--- src/rtl/spi_pkg.sv ---
// Purpose : shared state encoding and default constants for the SPI burst controller.
// Latency : n/a (types and constants only).
// Backpressure : n/a.
package spi_pkg;

  localparam int FIFO_DEPTH_DEF    = 16;
  localparam int CS_SETUP_CLKS_DEF = 2;
  localparam int CS_HOLD_CLKS_DEF  = 4;

  // Byte clocked out when a transfer is due but nothing is queued.
  localparam logic [7:0] UNDERFLOW_BYTE = 8'hFF;

  typedef enum logic [2:0] {
    ST_IDLE,
    ST_CS_SETUP,
    ST_SEND,
    ST_WAIT_RX,
    ST_CS_HOLD,
    ST_CS_GAP
  } state_t;

endpackage

--- src/rtl/spi_burst_ctrl_if.sv ---
// Purpose : host-side and SPI-master-side signals of spi_burst_ctrl in one bundle.
// Latency : n/a (wiring only).
// Backpressure : i_TX_Ready from the SPI master stalls byte issue.
// Ports   : write port (i_Wr_En/i_Wr_Byte/o_Full/o_Overflow), burst control
//           (i_Start/i_Len/o_Busy/o_Done/o_Underflow), SPI master TX/RX, chip select.
// master  : the side driving the controller (host + SPI master); slave: the controller.
interface spi_burst_ctrl_if;

  logic       i_Wr_En;
  logic [7:0] i_Wr_Byte;
  logic       o_Full;
  logic       o_Overflow;
  logic       i_Start;
  logic [7:0] i_Len;
  logic       o_Busy;
  logic       o_Done;
  logic       o_Underflow;
  logic [7:0] o_TX_Byte;
  logic       o_TX_DV;
  logic       i_TX_Ready;
  logic       i_RX_DV;
  logic [7:0] i_RX_Byte;
  logic       o_RX_DV;
  logic [7:0] o_RX_Byte;
  logic       o_SPI_CS_n;

  modport master (
    output i_Wr_En, i_Wr_Byte, i_Start, i_Len, i_TX_Ready, i_RX_DV, i_RX_Byte,
    input  o_Full, o_Overflow, o_Busy, o_Done, o_Underflow, o_TX_Byte, o_TX_DV,
           o_RX_DV, o_RX_Byte, o_SPI_CS_n
  );

  modport slave (
    input  i_Wr_En, i_Wr_Byte, i_Start, i_Len, i_TX_Ready, i_RX_DV, i_RX_Byte,
    output o_Full, o_Overflow, o_Busy, o_Done, o_Underflow, o_TX_Byte, o_TX_DV,
           o_RX_DV, o_RX_Byte, o_SPI_CS_n
  );

endinterface

--- src/rtl/spi_byte_fifo.sv ---
// Purpose : synchronous byte FIFO with occupancy count; head is visible combinationally.
// Latency : push visible at head one cycle after the write edge.
// Backpressure : push ignored when full unless a pop happens the same cycle; pop ignored when empty.
// Ports   : i_Push/i_Push_Dat write side, i_Pop/o_Head read side, o_Full/o_Empty/o_Count status.
module spi_byte_fifo #(
  parameter int DEPTH = 16,
  parameter int W     = 8
) (
  input  logic                     i_Clk,
  input  logic                     i_Rst_L,
  input  logic                     i_Push,
  input  logic [W-1:0]             i_Push_Dat,
  input  logic                     i_Pop,
  output logic [W-1:0]             o_Head,
  output logic                     o_Full,
  output logic                     o_Empty,
  output logic [$clog2(DEPTH):0]   o_Count
);

  localparam int              AW       = $clog2(DEPTH);
  localparam logic [AW:0]     FULL_CNT = (AW+1)'(DEPTH);

  logic [W-1:0]  r_mem [DEPTH];
  logic [AW-1:0] r_wr_ptr;
  logic [AW-1:0] r_rd_ptr;
  logic [AW:0]   r_count;
  logic          w_push_ok;
  logic          w_pop_ok;

  assign o_Full   = (r_count == FULL_CNT);
  assign o_Empty  = (r_count == '0);
  assign o_Count  = r_count;
  assign o_Head   = r_mem[r_rd_ptr];

  // A pop frees a slot in the same cycle, so a full FIFO can still take a push then.
  assign w_pop_ok  = i_Pop && !o_Empty;
  assign w_push_ok = i_Push && (!o_Full || w_pop_ok);

  always_ff @(posedge i_Clk) begin
    if (w_push_ok) r_mem[r_wr_ptr] <= i_Push_Dat;
  end

  // Power-of-two depth: pointers wrap by natural overflow.
  always_ff @(posedge i_Clk or negedge i_Rst_L) begin
    if (!i_Rst_L) begin
      r_wr_ptr <= '0;
      r_rd_ptr <= '0;
      r_count  <= '0;
    end else begin
      if (w_push_ok) r_wr_ptr <= r_wr_ptr + 1'b1;
      if (w_pop_ok)  r_rd_ptr <= r_rd_ptr + 1'b1;
      case ({w_push_ok, w_pop_ok})
        2'b10:   r_count <= r_count + 1'b1;
        2'b01:   r_count <= r_count - 1'b1;
        default: r_count <= r_count;
      endcase
    end
  end

endmodule

--- src/rtl/spi_burst_ctrl.sv ---
// Purpose : drives chip select and feeds queued bytes to an SPI master one per received byte.
// Latency : first TX byte CS_SETUP_CLKS+1 cycles after CS falls; RX forwarded with 1-cycle delay.
// Backpressure : byte issue waits for i_TX_Ready; host writes to a full FIFO are dropped (o_Overflow).
// Ports   : i_Clk, i_Rst_L (async, active-low), bus (spi_burst_ctrl_if.slave).
module spi_burst_ctrl
  import spi_pkg::*;
#(
  parameter int FIFO_DEPTH    = FIFO_DEPTH_DEF,
  parameter int CS_SETUP_CLKS = CS_SETUP_CLKS_DEF,
  parameter int CS_HOLD_CLKS  = CS_HOLD_CLKS_DEF
) (
  input  logic             i_Clk,
  input  logic             i_Rst_L,
  spi_burst_ctrl_if.slave  bus
);

  localparam int             CNT_W      = $clog2(FIFO_DEPTH) + 1;
  localparam logic [CNT_W-1:0] FULL_CNT = CNT_W'(FIFO_DEPTH);
  localparam logic [7:0]     SETUP_LAST = 8'(CS_SETUP_CLKS - 1);
  localparam logic [7:0]     HOLD_LAST  = 8'(CS_HOLD_CLKS - 1);

  state_t           r_state;
  logic [7:0]       r_len_cnt;
  logic [7:0]       r_tmr;
  logic             r_cs_n;
  logic [7:0]       r_tx_byte;
  logic             r_tx_dv;
  logic             r_underflow;
  logic             r_done;
  logic             r_overflow;
  logic             r_rx_dv;
  logic [7:0]       r_rx_byte;

  logic             w_pop;
  logic             w_full;
  logic             w_empty;
  logic [7:0]       w_head;
  logic [CNT_W-1:0] w_count;
  logic             w_send_fire;

  spi_byte_fifo #(
    .DEPTH (FIFO_DEPTH),
    .W     (8)
  ) u_fifo (
    .i_Clk      (i_Clk),
    .i_Rst_L    (i_Rst_L),
    .i_Push     (bus.i_Wr_En),
    .i_Push_Dat (bus.i_Wr_Byte),
    .i_Pop      (w_pop),
    .o_Head     (w_head),
    .o_Full     (w_full),
    .o_Empty    (w_empty),
    .o_Count    (w_count)
  );

  assign w_send_fire = (r_state == ST_SEND) && bus.i_TX_Ready;
  assign w_pop       = w_send_fire && !w_empty;

  always_ff @(posedge i_Clk or negedge i_Rst_L) begin
    if (!i_Rst_L) begin
      r_state     <= ST_IDLE;
      r_len_cnt   <= '0;
      r_tmr       <= '0;
      r_cs_n      <= 1'b1;
      r_tx_byte   <= 8'h00;
      r_tx_dv     <= 1'b0;
      r_underflow <= 1'b0;
      r_done      <= 1'b0;
    end else begin
      r_tx_dv     <= 1'b0;
      r_underflow <= 1'b0;
      r_done      <= 1'b0;
      case (r_state)
        ST_IDLE: begin
          if (bus.i_Start && (bus.i_Len != 8'd0)) begin
            r_len_cnt <= bus.i_Len;
            r_tmr     <= '0;
            r_cs_n    <= 1'b0;
            r_state   <= ST_CS_SETUP;
          end
        end
        ST_CS_SETUP: begin
          if (r_tmr == SETUP_LAST) begin
            r_tmr   <= '0;
            r_state <= ST_SEND;
          end else begin
            r_tmr <= r_tmr + 8'd1;
          end
        end
        ST_SEND: begin
          if (w_send_fire) begin
            r_tx_dv     <= 1'b1;
            r_tx_byte   <= w_empty ? UNDERFLOW_BYTE : w_head;
            r_underflow <= w_empty;
            r_len_cnt   <= r_len_cnt - 8'd1;
            r_state     <= ST_WAIT_RX;
          end
        end
        ST_WAIT_RX: begin
          // Exactly one byte issued per received byte: only i_RX_DV releases this state.
          if (bus.i_RX_DV) begin
            if (r_len_cnt != 8'd0) begin
              r_state <= ST_SEND;
            end else begin
              r_tmr   <= '0;
              r_state <= ST_CS_HOLD;
            end
          end
        end
        ST_CS_HOLD: begin
          if (r_tmr == HOLD_LAST) begin
            r_tmr   <= '0;
            r_cs_n  <= 1'b1;
            r_state <= ST_CS_GAP;
          end else begin
            r_tmr <= r_tmr + 8'd1;
          end
        end
        ST_CS_GAP: begin
          if (r_tmr == HOLD_LAST) begin
            r_tmr   <= '0;
            r_done  <= 1'b1;
            r_state <= ST_IDLE;
          end else begin
            r_tmr <= r_tmr + 8'd1;
          end
        end
        default: begin
          r_cs_n  <= 1'b1;
          r_state <= ST_IDLE;
        end
      endcase
    end
  end

  // RX bytes only count while the slave is selected; stray pulses with CS high are dropped.
  always_ff @(posedge i_Clk or negedge i_Rst_L) begin
    if (!i_Rst_L) begin
      r_rx_dv    <= 1'b0;
      r_rx_byte  <= 8'h00;
      r_overflow <= 1'b0;
    end else begin
      r_rx_dv <= bus.i_RX_DV && !r_cs_n;
      if (bus.i_RX_DV && !r_cs_n) r_rx_byte <= bus.i_RX_Byte;
      r_overflow <= bus.i_Wr_En && (w_count == FULL_CNT) && !w_pop;
    end
  end

  assign bus.o_Full      = w_full;
  assign bus.o_Overflow  = r_overflow;
  assign bus.o_Busy      = (r_state != ST_IDLE);
  assign bus.o_Done      = r_done;
  assign bus.o_Underflow = r_underflow;
  assign bus.o_TX_Byte   = r_tx_byte;
  assign bus.o_TX_DV     = r_tx_dv;
  assign bus.o_RX_DV     = r_rx_dv;
  assign bus.o_RX_Byte   = r_rx_byte;
  assign bus.o_SPI_CS_n  = r_cs_n;

endmodule
--- src/flat_wrapper.sv ---
// flat-port wrapper written by rule: the top's interface ports become plain ports
module spi_burst_ctrl_flat import spi_pkg::*;
#(
  parameter int FIFO_DEPTH    = FIFO_DEPTH_DEF,
  parameter int CS_SETUP_CLKS = CS_SETUP_CLKS_DEF,
  parameter int CS_HOLD_CLKS  = CS_HOLD_CLKS_DEF
)
  (i_Clk, i_Rst_L, bus_i_Wr_En, bus_i_Wr_Byte, bus_i_Start, bus_i_Len, bus_i_TX_Ready, bus_i_RX_DV, bus_i_RX_Byte, bus_o_Full, bus_o_Overflow, bus_o_Busy, bus_o_Done, bus_o_Underflow, bus_o_TX_Byte, bus_o_TX_DV, bus_o_RX_DV, bus_o_RX_Byte, bus_o_SPI_CS_n);
  spi_burst_ctrl_if bus_i ();
  input  logic i_Clk;
  input  logic i_Rst_L;
  input wire logic [$bits(bus_i.i_Wr_En)-1:0] bus_i_Wr_En;
  input wire logic [$bits(bus_i.i_Wr_Byte)-1:0] bus_i_Wr_Byte;
  input wire logic [$bits(bus_i.i_Start)-1:0] bus_i_Start;
  input wire logic [$bits(bus_i.i_Len)-1:0] bus_i_Len;
  input wire logic [$bits(bus_i.i_TX_Ready)-1:0] bus_i_TX_Ready;
  input wire logic [$bits(bus_i.i_RX_DV)-1:0] bus_i_RX_DV;
  input wire logic [$bits(bus_i.i_RX_Byte)-1:0] bus_i_RX_Byte;
  output wire logic [$bits(bus_i.o_Full)-1:0] bus_o_Full;
  output wire logic [$bits(bus_i.o_Overflow)-1:0] bus_o_Overflow;
  output wire logic [$bits(bus_i.o_Busy)-1:0] bus_o_Busy;
  output wire logic [$bits(bus_i.o_Done)-1:0] bus_o_Done;
  output wire logic [$bits(bus_i.o_Underflow)-1:0] bus_o_Underflow;
  output wire logic [$bits(bus_i.o_TX_Byte)-1:0] bus_o_TX_Byte;
  output wire logic [$bits(bus_i.o_TX_DV)-1:0] bus_o_TX_DV;
  output wire logic [$bits(bus_i.o_RX_DV)-1:0] bus_o_RX_DV;
  output wire logic [$bits(bus_i.o_RX_Byte)-1:0] bus_o_RX_Byte;
  output wire logic [$bits(bus_i.o_SPI_CS_n)-1:0] bus_o_SPI_CS_n;
  assign bus_i.i_Wr_En = bus_i_Wr_En;
  assign bus_i.i_Wr_Byte = bus_i_Wr_Byte;
  assign bus_i.i_Start = bus_i_Start;
  assign bus_i.i_Len = bus_i_Len;
  assign bus_i.i_TX_Ready = bus_i_TX_Ready;
  assign bus_i.i_RX_DV = bus_i_RX_DV;
  assign bus_i.i_RX_Byte = bus_i_RX_Byte;
  assign bus_o_Full = bus_i.o_Full;
  assign bus_o_Overflow = bus_i.o_Overflow;
  assign bus_o_Busy = bus_i.o_Busy;
  assign bus_o_Done = bus_i.o_Done;
  assign bus_o_Underflow = bus_i.o_Underflow;
  assign bus_o_TX_Byte = bus_i.o_TX_Byte;
  assign bus_o_TX_DV = bus_i.o_TX_DV;
  assign bus_o_RX_DV = bus_i.o_RX_DV;
  assign bus_o_RX_Byte = bus_i.o_RX_Byte;
  assign bus_o_SPI_CS_n = bus_i.o_SPI_CS_n;
  spi_burst_ctrl #(.FIFO_DEPTH(FIFO_DEPTH), .CS_SETUP_CLKS(CS_SETUP_CLKS), .CS_HOLD_CLKS(CS_HOLD_CLKS)) u_core (.i_Clk(i_Clk), .i_Rst_L(i_Rst_L), .bus(bus_i));
endmodule
--- config.mk ---
export PLATFORM = sky130hd
export DESIGN_NAME = spi_burst_ctrl_flat
export DESIGN_NICKNAME = d
export VERILOG_FILES = /design/src/rtl/spi_pkg.sv /design/src/rtl/spi_burst_ctrl_if.sv /design/src/rtl/spi_byte_fifo.sv /design/src/rtl/spi_burst_ctrl.sv /design/src/flat_wrapper.sv
export SDC_FILE = /design/constraint.sdc
export NUM_CORES = 1
export LEC_CHECK = 0
export CAP_MARGIN = 0
export CORE_ASPECT_RATIO = 1.25
export CORE_MARGIN = 5
export CORE_UTILIZATION = 40
export CTS_CLUSTER_SIZE = 8
export DETAILED_ROUTE_END_ITERATION = 8
export PLACE_DENSITY_LB_ADDON = 0.2
export SETUP_SLACK_MARGIN = 0.2
export SLEW_MARGIN = 5
export SYNTH_ARGS = -nofsm -noshare
export SYNTH_HDL_FRONTEND = slang
export SYNTH_HIERARCHICAL = 1
export SYNTH_SLANG_ARGS = --single-unit
--- constraint.sdc ---
create_clock -name i_Clk -period 3.8 [get_ports i_Clk]
set_clock_uncertainty 0.1 [all_clocks]
set_input_delay 0.95 -clock i_Clk [delete_from_list [all_inputs] [get_ports i_Clk]]
set_output_delay 0.95 -clock i_Clk [all_outputs]
set_load 0.02 [all_outputs]
==> results.yml <==
critical_path:
  crit_chain: "clkdlybuf4s50_1 > nand2b_1 > nand3b_1 > nor2_1 > o21ai_4 > or2_2 > fa_1 > nand2b_1 > a21oi_1 > o31a_1 > o211ai_1"
  rrSetupSlack_ps: 700
  startpoint: "bus_i_TX_Ready"
  cp_slowest_cell: "clkdlybuf4s50_1"
  required_ps: 4000
  reg2reg_from: "u_core/u_fifo/o_Count[3]"
  worstSetupEndpoint: "u_core/u_fifo/o_Count[4]"
  cp.buffers_inverters: 1
  endpoint_kind: "flop"
  critPathKind: "input pin to flop"
  cpMostUsedCell: "nand2b_1"
  worstSetupStartpointType: "input pin"
  path_delay_family: "simple AND/OR/NAND/NOR gates"
  critPathArrivalTime_ps: 3460
  critPathMaxStageDelay_ps: 460
  critical_path.max_fanout: 4
  reg2reg_depth: 12
  rr_endpoint: "u_core/u_fifo/o_Count[4]"
  cp_num_cells: 11
clocking:
  path_clk_slew_ps: 70
  cts_buffers: 17
  cts_resized: 0
  cts_post_setup_buffers_inserted: 0
  h-tree-depth: 4
  cts_buffer_depth: 2
  cts-root-buf: "clkbuf_16"
  cts.sinks: 182
  hold_buffers: 0
  cts_tree: "done"
  insertion_delay_ps: 420
sta:
  rsz0062_at_grt: "no"
  slew_viol_final: 0
  setup_viol: 0
  worst_pin_slew_ps: 851
  hold_violations: 0
  holdWs_ps: 378
  fin_ws_ps: 539
  relSlewSlack_pct: 42.9
  max_freq_mhz: 307
  setup_tns_ps: 0
  period_share_pct: 85.8
  period_minus_slack_ps: 3260
routing:
  drt_first_pass_iters: 4
  routed_wl_microns: 15300
  antenna_left: 0
  drtIter0Drc: 199
  vias_per_cell: 5.30
  vias: 4556
  wire_per_inst_microns: 17.9
  remaining_drc_errors: 0
synthesis:
  synth_cell_types: 71
  syn_inst: 510
  synth_area_leaders: "edfxtp_1, dfrtp_1, mux4_2, mux4_1, ha_1"
  synth_fp_nets: 553
  synth-edff-count: 128
  synth_ff_type: "edfxtp_1"
  ys_async_sr_fraction_pct: 29.7
  ys_ff_latch: 182
  synth.top_cell.area_share_pct: 48.2
  ys.warnings.count: 6
  seq_area_frac_synth_pct: 65.1
  synth_area_sq_um: 7980
  synth_area_per_cell_sq_um: 15.7
  synth_common_cells: "edfxtp_1, dfrtp_1, nand2_1"
  synth.most_common_cell: "edfxtp_1"
  synth_top_cell_by_area: "edfxtp_1"
cells_and_area:
  diodes: 0
  drive_gt1_share_pct: 17.8
  post-route-cell-area_sq_um: 9430
  fin_nets: 624
  syn_to_final_growth_pct: 18.1
  fillers: 1710
global_route:
  grt_pass1_wl_microns: 25100
  antenna_found_initial: 0
  track_usage_pct: 14.1
  gr-total-overflow: 0
  grt_max_degree: 36
  grt_pass1_vias: 4773
floorplan:
  core_sq_um: 19500
  die_width_microns: 136
  fp.dieArea_sq_um: 22900
  dieHeight_microns: 168
  rows: 57
  io_pins: 54
  initial_utilization_pct: 40.9
power:
  ir_drop_v: 0.000330
  power_leakage_nw: 3.43
  p_per_area_nw_per_um2: 662
placement:
  dp_hpwl_microns: 10900
  io_buffers: 53
  post_dp_cell_area_sq_um: 8870
  dp_slack_ps: 148
  gp_congestion: 0.787
worst_hold_path:
  hp-class: "flop to flop"
run:
  drv_cap: 0
run_status:
  status: "complete, no violations"
## worst register-to-register path, stage by stage (launching register included)
cell	delay, ps
dfrtp_1	470
nor4_4	70
buf_4	170
nand2b_1	140
inv_1	200
nor2_1	280
o21ai_4	120
or2_2	310
fa_1	410
nand2b_1	180
a21oi_1	270
o31a_1	170
o211ai_1	80
## power breakdown
group          leakage [nW]  internal (mW)  switching (mW)
clock                 0.269          0.923           0.739
sequential             1.81           2.45           0.379
combinational          1.36          0.903           0.852
total                  3.43           4.28            1.97
## layout by cell type, fill, tap and decap left out, types with 3 or more instances in the layout
cell	netlist	routed
a211o_1	5	5
a21oi_1	9	9
a22oi_1	18	18
and2_1	4	4
and3_1	5	5
buf_4	1	22
clkbuf_1	8	5
clkbuf_16	0	17
clkdlybuf4s50_1	0	52
dfrtp_1	53	51
edfxtp_1	128	128
ha_1	12	12
inv_1	11	11
inv_6	0	3
inv_8	0	3
mux2_1	3	3
mux2_2	11	11
mux4_1	11	11
mux4_2	21	21
nand2_1	39	39
nand2b_1	8	8
nand3_1	17	17
nand3b_1	3	3
nor2_1	26	26
nor2b_1	4	4
nor3_1	12	12
nor4_1	3	3
o211ai_1	6	6
o21ai_0	15	15
or2_2	4	4
or4_4	3	3
xnor2_1	8	8
## per-stage QoR
step / instances / total power [mW] / utilization (%)
floorplan: 510 / 4.09 / -
global placement: 827 / 4.59 / 45.4
detailed placement: 827 / 4.65 / 45.4
CTS: 859 / 6.33 / 48.3
global route: 859 / 6.62 / 48.3
finish: 859 / 6.25 / 48.3
## cells by family after synthesis
kind of cell    count (synthesis)  share of synthesized area [%]
flops                         182                           65.1
buf+inv                        35                           2.23
compound gates                 81                           8.10
simple gates                  142                           9.69
xor+xnor                        9                          0.988
mux                            48                           11.8
fa+ha+maj                      13                           2.13
## per-layer routing
metal  vias to the layer above  part of all wire [%]  GRT usage (%)  wire (microns)
met5                         -                     0              0               0
met1                      2306                    42           16.6            6440
met3                        17                   4.5           3.34             694
met2                       107                    52           25.3            8050
met4                         0                   1.1           4.08             163
li1                       2126                     -              -               -
## registers in the layout (all words and copies together), names as in the netlist, 3 cells and up
name and cells:
u_core/r_len_cnt 8, u_core/bus.o_RX_Byte 8, u_core/u_fifo/r_wr_ptr 4, u_core/r_tmr 8, u_core/u_fifo/r_mem 128, u_core/r_state 3, u_core/u_fifo/r_rd_ptr 4, u_core/u_fifo/o_Count 5
u_core/bus.o_TX_Byte 8
## final cells by class
cell class	count	area, sq um	share of cell area (%)
clock buffers	22	444	4.71
clock inverters	10	111	1.18
inverters	12	45.0	0.478
multi-input cells	293	2610	27.7
flip-flops and latches	182	5200	55.1
well taps	265	332	3.52
repair buffers	75	691	7.32
## how the worst min path moves through the flow
stage / startpoint / endpoint / slack, ps / cells past startpoint
6_report: u_core/bus.o_TX_Byte[3] / u_core/bus.o_TX_Byte[3] / 380 / 2
5_1_grt: u_core/bus.o_TX_Byte[7] / u_core/bus.o_TX_Byte[7] / 420 / 2
4_1_cts: u_core/bus.o_TX_Byte[3] / u_core/bus.o_TX_Byte[3] / 390 / 2
3_5_place_dp: u_core/bus.o_TX_Byte[3] / u_core/bus.o_TX_Byte[3] / 370 / 2
3_3_place_gp: u_core/bus.o_TX_Byte[3] / u_core/bus.o_TX_Byte[3] / 350 / 2
2_1_floorplan: u_core/u_fifo/r_wr_ptr[3] / u_core/u_fifo/r_wr_ptr[3] / 360 / 1
(Power assumes the default switching activity.)
